`src/rtl/mem_arbiter_pkg.sv`:
```
// Shared definitions for the two-requester main-memory arbiter.
//   - FSM state encoding (2 bits; 2'b11 is illegal and recovers to IDLE)
//   - bank-select bit positions inside a word address
//   - default hold-timeout limit and hold-counter width
package mem_arbiter_pkg;

    typedef enum logic [1:0] {
        ST_IDLE = 2'b00,
        ST_OWN0 = 2'b01,
        ST_OWN1 = 2'b10
    } state_t;

    localparam int unsigned BANK_LSB     = 1;
    localparam int unsigned BANK_MSB     = 2;
    localparam int unsigned MAX_HOLD_DEF = 64;
    localparam int unsigned CW_DEF       = 7;

endpackage

```
`src/rtl/mem_arbiter_rr_pick2.sv`:
```
// Two-way round-robin picker.
//   req0, req1 : pending requests
//   last       : id of the most recent owner (loses a tie)
//   pick       : id of the winner (only meaningful when any=1)
//   any        : at least one request pending
module rr_pick2 (
    input  logic req0,
    input  logic req1,
    input  logic last,
    output logic pick,
    output logic any
);

    // On a tie the requester that did not own memory last time wins.
    assign pick = (req0 & req1) ? ~last : req1;
    assign any  = req0 | req1;

endmodule

```
`src/rtl/mem_arbiter.sv`:
```
// Burst-lock arbiter sharing one four-bank main memory between the
// instruction cache (requester 0) and the data cache (requester 1).
//   clk, rst            : clock, asynchronous active-low reset
//   req/rd/wr/addr/wdata: per-requester burst lock and memory access
//   gnt0/gnt1           : registered ownership grants
//   stall0/stall1       : requester must hold its current access
//   err0/err1           : memory error, protocol error or hold timeout
//   rdata               : memory read data broadcast to both requesters
//   m_*                 : memory-side strobes, address, data, status
module mem_arbiter
    import mem_arbiter_pkg::*;
#(
    parameter int unsigned MAX_HOLD = MAX_HOLD_DEF,
    parameter int unsigned CW       = CW_DEF
) (
    input  logic        clk,
    input  logic        rst,
    input  logic        req0,
    input  logic        req1,
    input  logic        rd0,
    input  logic        rd1,
    input  logic        wr0,
    input  logic        wr1,
    input  logic [15:0] addr0,
    input  logic [15:0] addr1,
    input  logic [15:0] wdata0,
    input  logic [15:0] wdata1,
    output logic        gnt0,
    output logic        gnt1,
    output logic        stall0,
    output logic        stall1,
    output logic [15:0] rdata,
    output logic        err0,
    output logic        err1,
    output logic        m_rd,
    output logic        m_wr,
    output logic [15:0] m_addr,
    output logic [15:0] m_wdata,
    input  logic [15:0] m_rdata,
    input  logic [3:0]  m_busy,
    input  logic        m_stall,
    input  logic        m_err
);

    state_t          state_q;
    logic            last_q;
    logic [CW-1:0]   hold_cnt_q;
    logic            timeout_q;

    logic            pick;
    logic            any_req;
    logic [CW-1:0]   hold_inc;

    logic            own0;
    logic            own1;
    logic            owner;
    logic            sel_rd;
    logic            sel_wr;
    logic [15:0]     sel_addr;
    logic [15:0]     sel_wdata;
    logic            bank_busy;
    logic            proto_err;
    logic            stall_own;
    logic            err_own;

    rr_pick2 u_pick (
        .req0 (req0),
        .req1 (req1),
        .last (last_q),
        .pick (pick),
        .any  (any_req)
    );

    // Saturating hold count for the current owner.
    assign hold_inc = (hold_cnt_q == CW'(MAX_HOLD)) ? hold_cnt_q : hold_cnt_q + CW'(1);

    // Ownership FSM with last-owner, hold counter and sticky timeout.
    always_ff @(posedge clk or negedge rst) begin
        if (!rst) begin
            state_q    <= ST_IDLE;
            last_q     <= 1'b1;
            hold_cnt_q <= '0;
            timeout_q  <= 1'b0;
        end else begin
            case (state_q)
                ST_IDLE: begin
                    hold_cnt_q <= '0;
                    timeout_q  <= 1'b0;
                    if (any_req) begin
                        state_q <= pick ? ST_OWN1 : ST_OWN0;
                    end
                end
                ST_OWN0: begin
                    if (!req0) begin
                        last_q     <= 1'b0;
                        hold_cnt_q <= '0;
                        timeout_q  <= 1'b0;
                        state_q    <= req1 ? ST_OWN1 : ST_IDLE;
                    end else begin
                        hold_cnt_q <= hold_inc;
                        timeout_q  <= timeout_q | (hold_inc == CW'(MAX_HOLD));
                    end
                end
                ST_OWN1: begin
                    if (!req1) begin
                        last_q     <= 1'b1;
                        hold_cnt_q <= '0;
                        timeout_q  <= 1'b0;
                        state_q    <= req0 ? ST_OWN0 : ST_IDLE;
                    end else begin
                        hold_cnt_q <= hold_inc;
                        timeout_q  <= timeout_q | (hold_inc == CW'(MAX_HOLD));
                    end
                end
                default: begin
                    state_q    <= ST_IDLE;
                    hold_cnt_q <= '0;
                    timeout_q  <= 1'b0;
                end
            endcase
        end
    end

    assign own0  = (state_q == ST_OWN0);
    assign own1  = (state_q == ST_OWN1);
    assign owner = own0 | own1;

    // Route the owner's access; everything reads as zero with no owner.
    always_comb begin
        sel_rd    = 1'b0;
        sel_wr    = 1'b0;
        sel_addr  = '0;
        sel_wdata = '0;
        if (own0) begin
            sel_rd    = rd0;
            sel_wr    = wr0;
            sel_addr  = addr0;
            sel_wdata = wdata0;
        end else if (own1) begin
            sel_rd    = rd1;
            sel_wr    = wr1;
            sel_addr  = addr1;
            sel_wdata = wdata1;
        end
    end

    assign bank_busy = m_busy[sel_addr[BANK_MSB:BANK_LSB]];
    assign proto_err = owner & sel_rd & sel_wr;
    assign stall_own = bank_busy | m_stall;
    assign err_own   = m_err | timeout_q | proto_err;

    assign gnt0    = own0;
    assign gnt1    = own1;
    assign m_rd    = owner & sel_rd & ~sel_wr & ~bank_busy;
    assign m_wr    = owner & sel_wr & ~sel_rd & ~bank_busy;
    assign m_addr  = sel_addr;
    assign m_wdata = sel_wdata;
    assign stall0  = own0 ? stall_own : 1'b1;
    assign stall1  = own1 ? stall_own : 1'b1;
    assign err0    = own0 & err_own;
    assign err1    = own1 & err_own;
    assign rdata   = m_rdata;

endmodule

```
`config.mk`:
```
export PLATFORM = sky130hd
export DESIGN_NAME = mem_arbiter
export DESIGN_NICKNAME = d
export VERILOG_FILES = /design/src/rtl/mem_arbiter_pkg.sv /design/src/rtl/mem_arbiter_rr_pick2.sv /design/src/rtl/mem_arbiter.sv
export SDC_FILE = /design/constraint.sdc
export NUM_CORES = 1
export LEC_CHECK = 0
export ABC_AREA = 1
export BUFFER_PORTS_ARGS = -buffer_cell sky130_fd_sc_hd__buf_4
export CORE_MARGIN = 5
export CORE_UTILIZATION = 36
export DETAILED_ROUTE_END_ITERATION = 12
export GPL_TIMING_DRIVEN = 0
export PLACE_DENSITY = 0.87
export SLEW_MARGIN = 10
export SYNTH_ARGS = -nofsm -noshare
export SYNTH_HDL_FRONTEND = slang
export SYNTH_HIERARCHICAL = 1
export SYNTH_SLANG_ARGS = --single-unit
```
`constraint.sdc`:
```
create_clock -name clk -period 3.3 [get_ports clk]
set_clock_uncertainty 0.2 [all_clocks]
set_input_delay 0.99 -clock clk [delete_from_list [all_inputs] [get_ports clk]]
set_output_delay 0.99 -clock clk [all_outputs]
set_load 0.05 [all_outputs]
```
==> results.cfg <==
[global_routing]
gr-total-overflow = 0
groute.usage.overall_pct = 20.7
antenna_found_initial = 0
grt_pass1_wl_um = 7310
grt_pass1_vias = 1615
grt_max_degree = 12

[detailed_routing]
wl_per_cell_um = 15.6
drtIter0Drc = 105
dr_total_vias = 1714
drcViolationCount = 0
via_per_inst = 4.73
drt_first_pass_iters = 4
final_antenna_net_count = 0
wl_um = 5650

[synthesis]
synthCells = 176
ys_seq_area_share_pct = 22.2
synth_ff_type = dfrtp_1
yosysTopAreaCellShare_pct = 22.5
synth_commonest_cells = nand2_1, a22o_1, inv_1
synth_area_leaders = a22o_1, dfrtp_1, nand2_1, buf_4, ha_1
syn_nets = 276
synth_most_common_cell = nand2_1
yosysWarnings = 6
synthArstFlopShare_pct = 100
ys_types = 27
synth_seq_cells = 11
yosysTopAreaCell = a22o_1
syn_area_per_cell_um2 = 7.08
syn-cell-area_um2 = 1250
synth-edff-count = 0

[floorplan]
pin_count = 150
dieArea_um2 = 4740
die_width_um = 68.8
row_count = 21
die_y_um = 68.8
coreArea_um2 = 3340
initial_core_util_pct = 37.3

[placement]
dp_hpwl_um = 4890
pre_cts_ws_ps = 124
portBuffers = 133
gp_congestion = 0.824

[run]
maxCapViolations = 0

[pwr]
p_leak_uw = 0.00132
ir_drop_mv = 0.532
powerDensity_nw_per_um2 = 819

[timing]
fin_crit_ps = 3220
worst_pin_slew_ps = 433
finalSetupViolCount = 0
final_hold_viol_count = 0
fin_crit_sh_pct = 97.5
max_freq_mhz = 311
finalWorstSetupSlack_ps = 82.1
drv_slew = 0
slew_headroom_pct = 71.2
rsz0062_at_grt = true

[critical_path]
timing.rr.start = state_q[0]
crit_type = reg -> out
crit_fanout = 5
r2r-end = state_q[0]
crit_arrival_ps = 2030
cp-start-kind = flip-flop
worstSetupEndpointType = output port
reg2reg_slack_ps = 1540
cp.required_ps = 2110
r2r_cells = 8

[hold_path]
min_path_type = in -> async

[finish]
fillCellCount = 244
nets = 417
drive_gt1_share_pct = 56.0
utilization_pct = 72.8
multi_input_area_um2 = 803
insertedDiodeCount = 0
areaGrowthSynthToFinish_pct = 94.9
seqCellArea_um2 = 277

[clock_network]
cts_root_buf = clkbuf_4
cts_buffers = 3
cts_sinks = 11
cts_tree = yes
cts_buffer_depth = 2
worst_setup_hold_path_clk_slew_ps = 70
holdBufCountCts = 0
insertion_delay_ps = 270
h-tree-depth = 1

[outcome]
run_status = finished clean
==> how the worst max path moves through the flow <==
stage                 to  slack [ps]  cells past startpoint        from
floorplan           err0         0.5                      7  state_q[0]
global placement    m_rd         170                      9    addr0[1]
detailed placement  m_rd         120                      9    addr0[1]
CTS                 m_rd         0.2                     13  state_q[0]
global route        m_rd         -50                     13  state_q[0]
finish              m_rd          80                     13  state_q[0]
==> worst max-delay path, stage by stage (launching register included) <==
cell	delay (ps)
dfrtp_1	420
inv_2	100
ha_4	170
inv_2	70
nor2_4	150
nand2_1	80
nand2_2	100
inv_2	50
a21oi_2	120
nand2_2	90
nand2_2	80
nand2_1	90
nor2_4	90
buf_6	160
==> layout make-up <==
type,count,area share (%)
Buffer,23,6.44
Inverter,21,3.25
Clock inverter,1,0.206
Clock buffer,3,0.927
Multi-Input combinational cell,121,33.1
Tap cell,46,2.37
Sequential cell,11,11.4
Timing Repair Buffer,136,42.3
==> registers in the layout (all words and copies together) (netlist names) <==
register and flops:
state_q 2, last_q 1, timeout_q 1, hold_cnt_q 7
==> routing by layer <==
layer	routed length [um]	vias up	track usage, %	part of all wire, %
li1	-	870	-	-
met1	2100	754	25.5	37
met2	2910	83	36.1	51
met3	561	7	3.73	9.9
met4	77	0	6.81	1.4
met5	0	-	0	0
==> cells by family (layout without fill, tap and decap cells) <==
family / after synthesis / after routing / synth area share (%)
buffers and inverters: 44 / 184 / 18.2
adder cells (fa/ha/maj): 6 / 6 / 6.02
XOR/XNOR: 1 / 1 / 0.703
AND/OR/NAND/NOR: 66 / 66 / 22.7
flip-flops: 11 / 11 / 22.2
AO/OA/AOI/OAI: 48 / 48 / 30.2
==> cells in the final DEF, fill, tap and decap left out, types with 4 or more instances in the layout <==
master	count
inv_2	4
inv_1	17
nand2_2	4
dfrtp_1	10
nor2_1	17
ha_1	4
a22o_1	31
o21ai_0	6
buf_4	150
nand3_1	7
nand2_1	31
==> power by group <==
| group | switching [uW] | leakage, uW | internal [uW] |
|---|---|---|---|
| Clock | 47.5 | 0.0000177 | 44.9 |
| Sequential | 23.0 | 0.000147 | 162 |
| Combinational | 1140 | 0.00116 | 568 |
| Total | 1210 | 0.00132 | 774 |
==> timing repair <==
action                     CTS  global route
setup buffers                2             1
resized for setup            3             8
pin swaps                    1             2
setup endpoints to repair    4            26
==> through the flow <==
| step | cells | area (um2) | TNS (ps) | total power [uW] | hold WS (ps) |
|---|---|---|---|---|---|
| 6_report | 362 | 2430 | 0 | 1990 | 332 |
| 5_1_grt | 362 | 2430 | -87.6 | 2080 | 341 |
| 4_1_cts | 361 | 2390 | 0 | 1960 | 337 |
| 3_5_place_dp | 355 | 2350 | 0 | 1840 | 335 |
| 3_3_place_gp | 355 | 2350 | 0 | 1820 | 282 |
| 2_1_floorplan | 176 | 1290 | 0 | 1360 | 273 |
(Power assumes the default switching activity.)
